[config.mk]
export PLATFORM = sky130hd
export DESIGN_NAME = mux_canais_flat
export DESIGN_NICKNAME = d
export VERILOG_FILES = /design/src/rtl/mux_canais_pkg.sv /design/src/rtl/mux_canais_if.sv /design/src/rtl/mux_canais_arbitro_rr.sv /design/src/rtl/mux_canais.sv /design/src/flat_wrapper.sv
export SDC_FILE = /design/constraint.sdc
export NUM_CORES = 1
export LEC_CHECK = 0
export BUFFER_PORTS_ARGS = -buffer_cell sky130_fd_sc_hd__buf_2
export CORE_AREA = 3 3 130 132
export DETAILED_ROUTE_END_ITERATION = 8
export DIE_AREA = 0 0 133 135
export PLACE_DENSITY = 0.59
export SYNTH_ARGS = -nofsm -noshare
export SYNTH_HDL_FRONTEND = slang
export SYNTH_SLANG_ARGS = --single-unit
[constraint.sdc]
create_clock -name clk -period 1.9 [get_ports clk]
set_input_delay 0 -clock clk [delete_from_list [all_inputs] [get_ports clk]]
set_output_delay 0 -clock clk [all_outputs]
set_load 0.1 [all_outputs]
[src/rtl/mux_canais_pkg.sv]
// Shared definitions for the N-channel pipelined selector: output-register
// state encoding and the default datapath word width.
package mux_canais_pkg;

  localparam int LARGURA_PADRAO = 64;

  typedef enum logic {
    ESTADO_VAZIO = 1'b0,
    ESTADO_CHEIO = 1'b1
  } estado_t;

endpackage

[src/rtl/mux_canais_if.sv]
// Handshake bundle of mux_canais: per-channel producer signals plus the
// registered output towards the consumer.
interface mux_canais_if
  import mux_canais_pkg::*;
#(
  parameter int LARGURA = LARGURA_PADRAO,
  parameter int CANAIS  = 4
);
  localparam int SEL_W = $clog2(CANAIS);

  logic [CANAIS*LARGURA-1:0] entradas;
  logic [CANAIS-1:0]         validos;
  logic [CANAIS-1:0]         prontos;
  logic [SEL_W-1:0]          seletor;
  logic                      modo_rr;
  logic [LARGURA-1:0]        saida;
  logic                      saida_valida;
  logic                      saida_pronta;
  logic [SEL_W-1:0]          canal_out;

  modport master (
    output entradas, validos, seletor, modo_rr, saida_pronta,
    input  prontos, saida, saida_valida, canal_out
  );

  modport slave (
    input  entradas, validos, seletor, modo_rr, saida_pronta,
    output prontos, saida, saida_valida, canal_out
  );

endinterface

[src/rtl/mux_canais_arbitro_rr.sv]
// Round-robin grant search: first valid channel after ptr, wrapping modulo
// CANAIS. Used by mux_canais only when MUX_ROUND_ROBIN_EN is defined.
module arbitro_rr #(
  parameter int CANAIS = 4,
  parameter int SEL_W  = $clog2(CANAIS)
) (
  input  logic [CANAIS-1:0] validos,
  input  logic [SEL_W-1:0]  ptr,
  output logic [SEL_W-1:0]  grant,
  output logic              grant_ok
);

  int melhor;

  always_comb begin
    // NOTE: every output gets a default before any branch, so no path leaves it unassigned (no latch).
    grant    = '0;
    grant_ok = 1'b0;
    melhor   = CANAIS;
    for (int i = 0; i < CANAIS; i++) begin
      // Distance 0 is the channel right after ptr.
      if (validos[i] && ((i + CANAIS - 1 - int'(ptr)) % CANAIS) < melhor) begin
        melhor   = (i + CANAIS - 1 - int'(ptr)) % CANAIS;
        grant    = SEL_W'(i);
        grant_ok = 1'b1;
      end
    end
  end

endmodule

[src/rtl/mux_canais.sv]
// N-channel selector with one registered output stage and valid/ready on every
// channel. Optional round-robin arbitration under MUX_ROUND_ROBIN_EN.
module mux_canais
  import mux_canais_pkg::*;
#(
  parameter int LARGURA = LARGURA_PADRAO,
  parameter int CANAIS  = 4
) (
  input logic         clk,
  input logic         rst_n,
  mux_canais_if.slave bus
);

  localparam int SEL_W = $clog2(CANAIS);

  estado_t            estado;
  logic [LARGURA-1:0] saida_q;
  logic [SEL_W-1:0]   canal_q;
  logic               pode_aceitar;
  logic               fixo_ok;
  logic [SEL_W-1:0]   g;
  logic               g_ok;
  logic               captura;
  logic [LARGURA-1:0] dado;

  assign pode_aceitar = (estado == ESTADO_VAZIO) || bus.saida_pronta;
  assign fixo_ok      = int'(bus.seletor) < CANAIS;

`ifdef MUX_ROUND_ROBIN_EN
  logic [SEL_W-1:0] ptr;
  logic [SEL_W-1:0] g_rr;
  logic             g_rr_ok;

  arbitro_rr #(.CANAIS(CANAIS), .SEL_W(SEL_W)) u_arbitro_rr (
    .validos  (bus.validos),
    .ptr      (ptr),
    .grant    (g_rr),
    .grant_ok (g_rr_ok)
  );

  always_comb begin
    g    = bus.seletor;
    g_ok = fixo_ok;
    if (bus.modo_rr) begin
      g    = g_rr;
      g_ok = g_rr_ok;
    end
  end

  // The pointer only moves on an actual capture; stalls and idle cycles hold it.
  always_ff @(posedge clk or negedge rst_n) begin
    if (!rst_n)       ptr <= SEL_W'(CANAIS - 1);
    else if (captura) ptr <= g;
  end
`else
  logic unused_modo_rr;
  assign unused_modo_rr = bus.modo_rr;
  assign g              = bus.seletor;
  assign g_ok           = fixo_ok;
`endif

  // Only the granted channel sees ready; everyone else waits with ready low.
  always_comb begin
    bus.prontos = '0;
    captura     = 1'b0;
    dado        = '0;
    for (int i = 0; i < CANAIS; i++) begin
      if (g_ok && g == SEL_W'(i)) begin
        bus.prontos[i] = pode_aceitar;
        captura        = pode_aceitar && bus.validos[i];
        dado           = bus.entradas[i*LARGURA +: LARGURA];
      end
    end
  end

  always_ff @(posedge clk or negedge rst_n) begin
    // NOTE: sequential state uses non-blocking assignments so every register samples pre-edge values.
    if (!rst_n) begin
      estado  <= ESTADO_VAZIO;
      saida_q <= '0;
      canal_q <= '0;
    end else begin
      case (estado)
        ESTADO_VAZIO: begin
          if (captura) begin
            estado  <= ESTADO_CHEIO;
            saida_q <= dado;
            canal_q <= g;
          end
        end
        ESTADO_CHEIO: begin
          if (captura) begin
            saida_q <= dado;
            canal_q <= g;
          end else if (bus.saida_pronta) begin
            estado <= ESTADO_VAZIO;
          end
        end
        default: estado <= ESTADO_VAZIO;
      endcase
    end
  end

  assign bus.saida        = saida_q;
  assign bus.canal_out    = canal_q;
  assign bus.saida_valida = (estado == ESTADO_CHEIO);

endmodule

[src/flat_wrapper.sv]
// flat-port wrapper written by rule: the top's interface ports become plain ports
module mux_canais_flat import mux_canais_pkg::*;
#(
  parameter int LARGURA = LARGURA_PADRAO,
  parameter int CANAIS  = 4
)
  (clk, rst_n, bus_entradas, bus_validos, bus_seletor, bus_modo_rr, bus_saida_pronta, bus_prontos, bus_saida, bus_saida_valida, bus_canal_out);
  mux_canais_if #(.LARGURA(LARGURA), .CANAIS(CANAIS)) bus_i ();
  input logic clk;
  input logic rst_n;
  input wire logic [$bits(bus_i.entradas)-1:0] bus_entradas;
  input wire logic [$bits(bus_i.validos)-1:0] bus_validos;
  input wire logic [$bits(bus_i.seletor)-1:0] bus_seletor;
  input wire logic [$bits(bus_i.modo_rr)-1:0] bus_modo_rr;
  input wire logic [$bits(bus_i.saida_pronta)-1:0] bus_saida_pronta;
  output wire logic [$bits(bus_i.prontos)-1:0] bus_prontos;
  output wire logic [$bits(bus_i.saida)-1:0] bus_saida;
  output wire logic [$bits(bus_i.saida_valida)-1:0] bus_saida_valida;
  output wire logic [$bits(bus_i.canal_out)-1:0] bus_canal_out;
  assign bus_i.entradas = bus_entradas;
  assign bus_i.validos = bus_validos;
  assign bus_i.seletor = bus_seletor;
  assign bus_i.modo_rr = bus_modo_rr;
  assign bus_i.saida_pronta = bus_saida_pronta;
  assign bus_prontos = bus_i.prontos;
  assign bus_saida = bus_i.saida;
  assign bus_saida_valida = bus_i.saida_valida;
  assign bus_canal_out = bus_i.canal_out;
  mux_canais #(.LARGURA(LARGURA), .CANAIS(CANAIS)) u_core (.clk(clk), .rst_n(rst_n), .bus(bus_i));
endmodule
==> flow_summary_export.csv, run 1 <==
group,metric,value,unit
clock_tree,clock_latency,0.32,ns
global_routing,antenna_found_initial,1,
clock_tree,clock_sinks,67,
sta,hold_viol,0,
global_routing,grt-ovfl-total,0,
critical_path,cp_data_required_time,2.11,ns
hold_path,hp-start,"bus_seletor[1]",
routing,drtIter0Drc,125,
run,maxCapViolations,0,
sta,maxSlewHeadroom,41.8,%
global_routing,grt_max_degree,68,
yosys,netlist_area,4140,sq um
yosys,synth_area_leaders,"dfrtp_1 (40%), mux4_2 (35%), mux2_2 (8.2%), mux2_1 (7.9%), mux2_4 (2.5%)",
power_and_ir_drop,p_sw,0.00431,W
yosys,synth-seq-cells,67,
floorplan,io_pins,337,
hold_path,hp-class,"in -> reg",
final_layout,areaGrowthSynthToFinish,54.2,%
sta,finalMaxSlewViolations,0,
critical_path,regToRegEndpoint,"u_core.bus.saida[40]",
placement,dp_hpwl,11500,um
critical_path,r2r_cells,5,
hold_path,min_path_cells,3,
yosys,synth.distinct_cells,22,
yosys,syn_nets,500,
sta,tightest_slew,0.872,ns
clock_tree,clockBufferDepth,2,
final_layout,antenna_cells,0,
power_and_ir_drop,combPwrFrac,54.8,%
sta,rsz0062_at_grt,"no",
floorplan,die_h,135,um
final_layout,fillers,1539,
power_and_ir_drop,p_seq_share,24.3,%
routing,antenna_left,0,
clock_tree,cts_tree,"done",
floorplan,dieArea,18000,sq um
yosys,synth.top_cell.area_share,40.5,%
placement,routabilityCongestion,0.821,
critical_path,cp_max_fo,34,
power_and_ir_drop,p_sw_share,52.3,%
power_and_ir_drop,power.density,1290,nW/um^2
floorplan,start_util,26.2,%
routing,vias,3640,
routing,dr.pass1.iters,4,
sta,max_freq,0.588,GHz
routing,wire_per_inst,17.4,um
global_routing,grt_usage,15.0,%
clock_tree,cts.clk_slew.worst_paths,0.05,ns
routing,totalWireLength,13700,um
yosys,synth_top_area_cell,"dfrtp_1",
clock_tree,h-tree-depth,3,
hold_path,min_to,"u_core.bus.canal_out[1]",
final_layout,register_area,1680,sq um
critical_path,arrival,1.91,ns
clock_tree,cts_setup_buffers,0,
final_layout,drive_above_1_share,81.8,%
routing,viasPerCell,4.62,
critical_path,r2r_slack,0.20,ns
yosys,synth_cells,234,
yosys,yosys_warnings,0,
sta,tns,0,ns
routing,drc_errors,0,
clock_tree,numCtsBuffers,9,
power_and_ir_drop,power.internal,0.00393,W
final_layout,final_nets,833,
critical_path,r2r-start,"u_core.bus.saida_valida",
critical_path,worstSetupPathType,"reg -> reg",
floorplan,die_width,133,um
sta,post-route-min-period,1.70,ns
placement,port_buffers,335,
clock_tree,ctsRootBufferMaster,"clkbuf_16",
sta,finalSetupViolations,0,
sta,fin_skew,0.00375,ns
global_routing,grt_pass1_vias,4146,
floorplan,core,15800,sq um
sta,finalCritPeriodShare,89.5,%
power_and_ir_drop,p_leak,3.08,nW
run_status,status,"complete, no violations",
power_and_ir_drop,clkPwrFrac,20.9,%
yosys,avgSynthCellArea,17.7,sq um
critical_path,end_kind,"flip-flop",
power_and_ir_drop,ir_worst_vdd,902,uV
critical_path,startpoint,"u_core.bus.saida_valida",
critical_path,worstSetupStartpointType,"flip-flop",
final_layout,multi_input_area,2320,sq um
floorplan,rows,46,
sta,holdWs,0.0685,ns
yosys,yosysSeqAreaShare,40.5,%
global_routing,grt_first_pass_wirelength,21200,um
[critical path, stage by stage, from the launching register on]
cell     delay [ns]
dfrtp_4        0.41
nor2b_2        0.23
nor3_2         0.09
a31oi_4        0.22
buf_12         0.25
mux2_2         0.36
[cells by family after synthesis]
kind of cell	count (synthesis)	share of synthesized area (%)
compound gates	2	0.634
simple gates	10	1.39
flops	67	40.5
buf+inv	24	3.87
mux	131	53.6
[state kept, by name (all words and copies together) (netlist names)]
register                 cells
u_core.bus.canal_out         2
u_core.bus.saida_valida      1
u_core.bus.saida            64
[cell type report]
class	instances	share of cell area (%)
Multi-Input combinational cell	143	36.3
Clock inverter	4	0.745
Tap cell	216	4.23
Timing Repair Buffer	345	28.1
Clock buffer	12	4.17
Sequential cell	67	26.3
Inverter	1	0.0588
[cell usage in the layout, fill, tap and decap left out, types with 2 or more instances in the layout]
cell type	count
mux2_4	7
nor3_2	2
buf_2	333
mux4_2	64
clkbuf_8	3
dfrtp_1	66
mux2_2	30
clkinv_2	2
buf_12	3
buf_4	8
clkbuf_16	9
mux2_1	29
nand2_1	2
[power by group through the flow]
stage	logic (W)	clock network [W]	registers (W)
2_1_floorplan	0.000808	0	0.00483
4_1_cts	0.00456	0.00178	0.00201
3_3_place_gp	0.00450	0	0.00201
6_report	0.00451	0.00172	0.00200
3_5_place_dp	0.00455	0	0.00203
5_1_grt	0.00466	0.00185	0.00205
[per-layer routing]
| layer | up-vias | share of wire [%] | GRT usage (%) |
|---|---|---|---|
| li1 | 1627 | - | - |
| met1 | 1770 | 36 | 16.4 |
| met2 | 216 | 52 | 27.0 |
| met3 | 25 | 9.4 | 4.73 |
| met4 | 2 | 2.3 | 6.00 |
| met5 | - | 0.065 | 0 |
[through the flow]
stage | total power [W] | util (%) | instance area (sq um) | worst slack (ns) | std cells
final | 0.00824 | 40.3 | 6380 | 0.200 | 788
after global routing | 0.00856 | 40.3 | 6380 | 0.106 | 788
after CTS | 0.00834 | 40.3 | 6380 | 0.185 | 788
after detailed placement | 0.00658 | 38.3 | 6060 | 0.192 | 771
after global placement | 0.00651 | 38.3 | 6060 | 0.231 | 771
after floorplan | 0.00564 | - | 4160 | -0.147 | 234
[cell usage after synthesis]
cell type	n
a31oi_4	1
and3_1	1
buf_1	1
buf_2	8
buf_6	8
clkbuf_1	6
dfrtp_1	67
inv_1	1
mux2_1	29
mux2_2	30
mux2_4	7
mux2i_1	1
mux4_2	64
nand2_1	2
nand2b_1	1
nand3_1	1
nor2_1	1
nor2b_1	1
nor3_1	1
nor3_2	1
nor3b_1	1
o21ai_0	1
[worst max path at each step]
stage	to	slack, ns	cells past startpoint
3_3_place_gp	u_core.bus.saida[30]	0.23	5
4_1_cts	u_core.bus.saida[40]	0.18	5
3_5_place_dp	u_core.bus.saida[39]	0.19	5
6_report	u_core.bus.saida[40]	0.20	5
5_1_grt	u_core.bus.saida[40]	0.11	5
2_1_floorplan	bus_prontos[1]	-0.15	2
[timing repair]
action / 4_1_cts / 5_1_grt
gates resized for setup: 0 / 0
hold buffers: 1 / 0
hold endpoints to repair: 67 / 0
Note: power is estimated with default switching activity, not from simulation.
==> inputs of run 2 (changes only) <==
- BUFFER_PORTS_ARGS: -buffer_cell sky130_fd_sc_hd__buf_2 -> default
- DONT_BUFFER_PORTS: default -> 1
- GPL_TIMING_DRIVEN: default -> 0
- PLACE_DENSITY: 0.59 -> 0.41
==> flow_summary_export.csv, run 2 (synthesis results as in run 1) <==
group,metric,value,unit
floorplan,core,15800,sq um
placement,dp_hpwl,10300,um
clock_tree,h-tree-depth,3,
global_routing,grt_first_pass_wirelength,18500,um
clock_tree,cts.clk_slew.worst_paths,0.06,ns
global_routing,grt_usage,13.9,%
run,maxCapViolations,0,
final_layout,largest_register_ffs,64,
critical_path,cp_data_required_time,1.90,ns
global_routing,antenna_found_initial,0,
final_layout,areaGrowthSynthToFinish,34.6,%
floorplan,io_pins,337,
run_status,violations,"setup timing",
sta,post-route-min-period,2.04,ns
routing,viasPerCell,5.13,
critical_path,cpMaxStageDelayCell,"nor3b_4",
sta,maxSlewHeadroom,28.0,%
placement,routabilityCongestion,0.728,
clock_tree,ctsRootBufferMaster,"clkbuf_16",
routing,wire_per_inst,26.9,um
sta,finalSetupViolations,67,
clock_tree,clockBufferDepth,2,
sta,hold_viol,0,
critical_path,end_kind,"output port",
floorplan,dieArea,18000,sq um
routing,vias,2595,
placement,port_buffers,0,
sta,fin_ws,-0.143,ns
floorplan,start_util,26.2,%
global_routing,grt-ovfl-total,0,
routing,drtIter0Drc,110,
clock_tree,clock_latency,0.33,ns
routing,totalWireLength,13600,um
clock_tree,numCtsBuffers,9,
critical_path,r2r_slack,-0.10,ns
run_status,status,"complete, but fails checks",
clock_tree,cts_tree,"done",
global_routing,grt_max_degree,68,
floorplan,die_width,133,um
sta,rsz0062_at_grt,"yes",
critical_path,worst_path_largest_cell_delay,0.87,ns
routing,drc_errors,0,
critical_path,worstSetupStartpointType,"flip-flop",
critical_path,worstSetupPathType,"reg -> out",
final_layout,fin_cells,506,
power_and_ir_drop,finalPower,0.00814,W
placement,placed_cells,450,
power_and_ir_drop,ir_worst_vdd,498,uV
power_and_ir_drop,p_leak,2.32,nW
power_and_ir_drop,power.density,1460,nW/um^2
critical_path,arrival,2.04,ns
floorplan,rows,46,
critical_path,cp_max_fo,3,
final_layout,drive_above_1_share,61.9,%
final_layout,final_nets,552,
clock_tree,clock_sinks,67,
routing,dr.pass1.iters,4,
sta,finalMaxSlewViolations,0,
sta,tightest_slew,1.08,ns
global_routing,grt_pass1_vias,2930,
hold_path,hp-class,"in -> reg",
critical_path,cp_cell_sequence,"nor2b_4 > nor3b_4",
floorplan,die_h,135,um
routing,antenna_left,0,
sta,max_freq,0.489,GHz
final_layout,final_cell_mix,"mux2_4 (66), dfrtp_1 (66), mux4_2 (64)",
sta,finalCritPeriodShare,108,%
sta,fin_skew,0.00353,ns
[run 2: critical path: cells and delay by family, from the launching register on]
family,cells,cell delay [ns]
and+or+nand+nor,2,1.08
DFF,1,0.62
[run 2: cell type report]
class	count	area, sq um
fill	1518	10300
multi-input combinational	143	2570
sequential	67	1680
timing repair buffer	42	534
tap	216	270
clock buffer	12	267
buffer	22	211
clock inverter	2	35.0
inverter	1	3.75
antenna	1	2.50
[run 2: stage by stage]
stage               setup slack [ns]  cell area, sq um  util, %  TNS, ns  hold slack, ns
finish                        -0.143              5580     35.2    -4.48         0.00711
global route                  -0.205              5570     35.2   -10.31          0.0108
CTS                           -0.163              5230     33.0    -5.68         0.00109
detailed placement            -0.309              4440     28.1   -14.22          -0.294
global placement              -0.290              4430     28.0    -8.64          -0.293
floorplan                     -0.147              4160        -   -0.245          -0.296
[run 2: per-layer routing]
layer	wire length, um	GRT usage [%]	vias up	share of wire (%)
met5	0	0	-	0
met4	104	3.12	0	0.76
met3	1520	7.56	5	11
met2	7120	23.8	191	52
met1	4880	15.3	1337	36
li1	-	-	1062	-
[run 2: timing repair]
item / 4_1_cts / 5_1_grt
pin swaps: 0 / 1
gates resized for setup: 23 / 64
cloned: 1 / 4
endpoints found under the hold margin: 81 / 0
buffers inserted: 3 / 2
hold buffers: 32 / 0
setup endpoints to repair: 69 / 69
[run 2: worst paths after layout]
kind | from | end | depth (start not counted)
worst max-delay path | u_core.bus.saida_valida | bus_prontos[1] | 2
worst min-delay path | bus_saida_pronta | u_core.bus.canal_out[1] | 3
min in group asynchronous | rst_n | u_core.bus.saida[34] | 2
worst max register to register | u_core.bus.saida_valida | u_core.bus.saida[13] | 6
max in group asynchronous | rst_n | u_core.bus.saida_valida | 2
worst min register to register | u_core.bus.saida_valida | u_core.bus.saida_valida | 2
[run 2: report_power, final]
group,switching [W],internal (W)
logic,0.000462,0.00101
clock network,0.000616,0.00111
registers,0.00321,0.00174
==> inputs of run 3 (changes only) <==
- CORE_AREA: 3 3 130 132 -> 3 3 129 131
- CTS_BUF_LIST: default -> sky130_fd_sc_hd__clkbuf_8
- DIE_AREA: 0 0 133 135 -> 0 0 132 134
- PLACE_DENSITY: 0.41 -> 0.42
- SKIP_CTS_REPAIR_TIMING: default -> 1
- TNS_END_PERCENT: default -> 5
==> flow_summary_export.csv, run 3 (synthesis results as in run 1) <==
group,metric,value,unit
clock_tree,cts_tree,"done",
sta,post-route-min-period,2.09,ns
power_and_ir_drop,power.density,1330,nW/um^2
routing,antenna_left,0,
global_routing,grt_first_pass_wirelength,18000,um
critical_path,cp_data_required_time,1.90,ns
sta,finalMaxSlewViolations,0,
final_layout,final_cell_mix,"dlygate4sd3_1 (72), dfrtp_1 (66), mux4_2 (64)",
clock_tree,h-tree-depth,3,
final_layout,fin_util,35.1,%
power_and_ir_drop,clkPwrFrac,16.6,%
critical_path,arrival,2.09,ns
global_routing,grt_usage,13.6,%
clock_tree,clock_sinks,67,
global_routing,antenna_found_initial,0,
critical_path,worstSetupStartpointType,"flip-flop",
routing,viasPerCell,5.08,
final_layout,final_common_cell,"dlygate4sd3_1",
critical_path,cp_cell_sequence,"nor2b_4 > buf_4 > nor3_4",
global_routing,grt-ovfl-total,0,
power_and_ir_drop,ir_worst_vdd,544,uV
sta,tightest_slew,1.04,ns
floorplan,start_util,26.4,%
hold_path,hp-class,"in -> reg",
clock_tree,ctsRootBufferMaster,"clkbuf_8",
sta,holdWs,-0.0288,ns
floorplan,dieArea,17700,sq um
routing,totalWireLength,13400,um
critical_path,cpMaxStageDelayCell,"nor3_4",
sta,finalSetupViolations,68,
routing,vias,2775,
final_layout,drive_above_1_share,45.2,%
power_and_ir_drop,p_sw,0.00419,W
critical_path,worst_path_largest_cell_delay,0.75,ns
sta,hold_viol,2,
clock_tree,numCtsBuffers,9,
floorplan,io_pins,337,
sta,fin_skew,0.00826,ns
sta,rsz0062_at_grt,"yes",
floorplan,die_width,132,um
clock_tree,clock_latency,0.35,ns
critical_path,r2r-start,"u_core.bus.saida_valida",
critical_path,crit_family,"simple AND/OR/NAND/NOR gates",
routing,drtIter0Drc,82,
final_layout,final_nets,591,
clock_tree,cts.clk_slew.worst_paths,0.08,ns
global_routing,grt_pass1_vias,2799,
final_layout,antenna_cells,0,
critical_path,r2r_slack,-0.18,ns
power_and_ir_drop,power.internal,0.00313,W
run,maxCapViolations,0,
run_status,status,"complete, but fails checks",
global_routing,grt_max_degree,68,
critical_path,end_kind,"output port",
power_and_ir_drop,p_seq_share,67.3,%
floorplan,die_h,134,um
critical_path,worstSetupPathType,"reg -> out",
power_and_ir_drop,finalPower,0.00732,W
critical_path,cp_max_fo,3,
placement,dp_hpwl,9940,um
floorplan,rows,46,
routing,drc_errors,0,
placement,dp_slack,-0.643,ns
final_layout,largest_register_ffs,64,
critical_path,startpoint,"u_core.bus.saida_valida",
placement,port_buffers,0,
routing,wire_per_inst,24.5,um
final_layout,areaGrowthSynthToFinish,33.2,%
clock_tree,clockBufferDepth,2,
power_and_ir_drop,p_sw_share,57.2,%
run_status,violations,"hold timing, setup timing",
routing,dr.pass1.iters,4,
sta,maxSlewHeadroom,30.3,%
hold_path,hp-start,"bus_validos[3]",
floorplan,core,15700,sq um
sta,finalCritPeriodShare,110,%
placement,routabilityCongestion,0.703,
sta,fin_ws,-0.186,ns
critical_path,path_buf_inv,1,
power_and_ir_drop,combPwrFrac,16.1,%
sta,max_freq,0.479,GHz
power_and_ir_drop,p_leak,2.11,nW
[run 3: area by class of cell]
type	count	area, sq um
Clock inverter	6	56.3
Fill cell	1510	10200
Inverter	1	3.75
Sequential cell	67	1680
Multi-Input combinational cell	143	2350
Timing Repair Buffer	80	818
Clock buffer	10	138
Tap cell	216	270
Buffer	23	204
[run 3: path summary, 6_finish.rpt]
path                                                 to  depth (start not counted)
worst min register to register  u_core.bus.canal_out[1]                          2
worst min-delay path            u_core.bus.canal_out[1]                          3
worst max register to register     u_core.bus.saida[44]                          7
worst max-delay path                     bus_prontos[0]                          3
max in group asynchronous          u_core.bus.saida[54]                          2
min in group asynchronous          u_core.bus.saida[21]                          2
[run 3: power by group through the flow]
stage / Clock (W) / Sequential (W) / Combinational, W
detailed placement: 0 / 0.00497 / 0.000939
CTS: 0.00129 / 0.00494 / 0.000943
global placement: 0 / 0.00498 / 0.000918
finish: 0.00121 / 0.00492 / 0.00118
floorplan: 0 / 0.00483 / 0.000807
global route: 0.00134 / 0.00497 / 0.00129
[run 3: per-layer routing]
metal / track usage (%) / wire [um] / vias to the layer above
met1: 15.6 / 4640 / 1435
met2: 22.9 / 7220 / 189
met5: 0 / 0 / -
met4: 5.25 / 158 / 0
met3: 5.74 / 1370 / 10
li1: - / - / 1141
[run 3: worst register-to-register path, stage by stage, from the launching register on]
cell and delay [ns]:
dfrtp_4 0.64, nor2b_4 0.30, nor3_2 0.09, a31oi_4 0.23, buf_4 0.17, clkbuf_16 0.13
buf_4 0.10, mux2_2 0.31
[run 3: stage by stage]
stage / instances / instance area (sq um) / setup TNS [ns]
detailed placement: 450 / 4440 / -38.64
global placement: 450 / 4430 / -29.47
floorplan: 234 / 4160 / -5.91
finish: 546 / 5520 / -7.65
global route: 546 / 5520 / -11.76
CTS: 466 / 4630 / -40.09
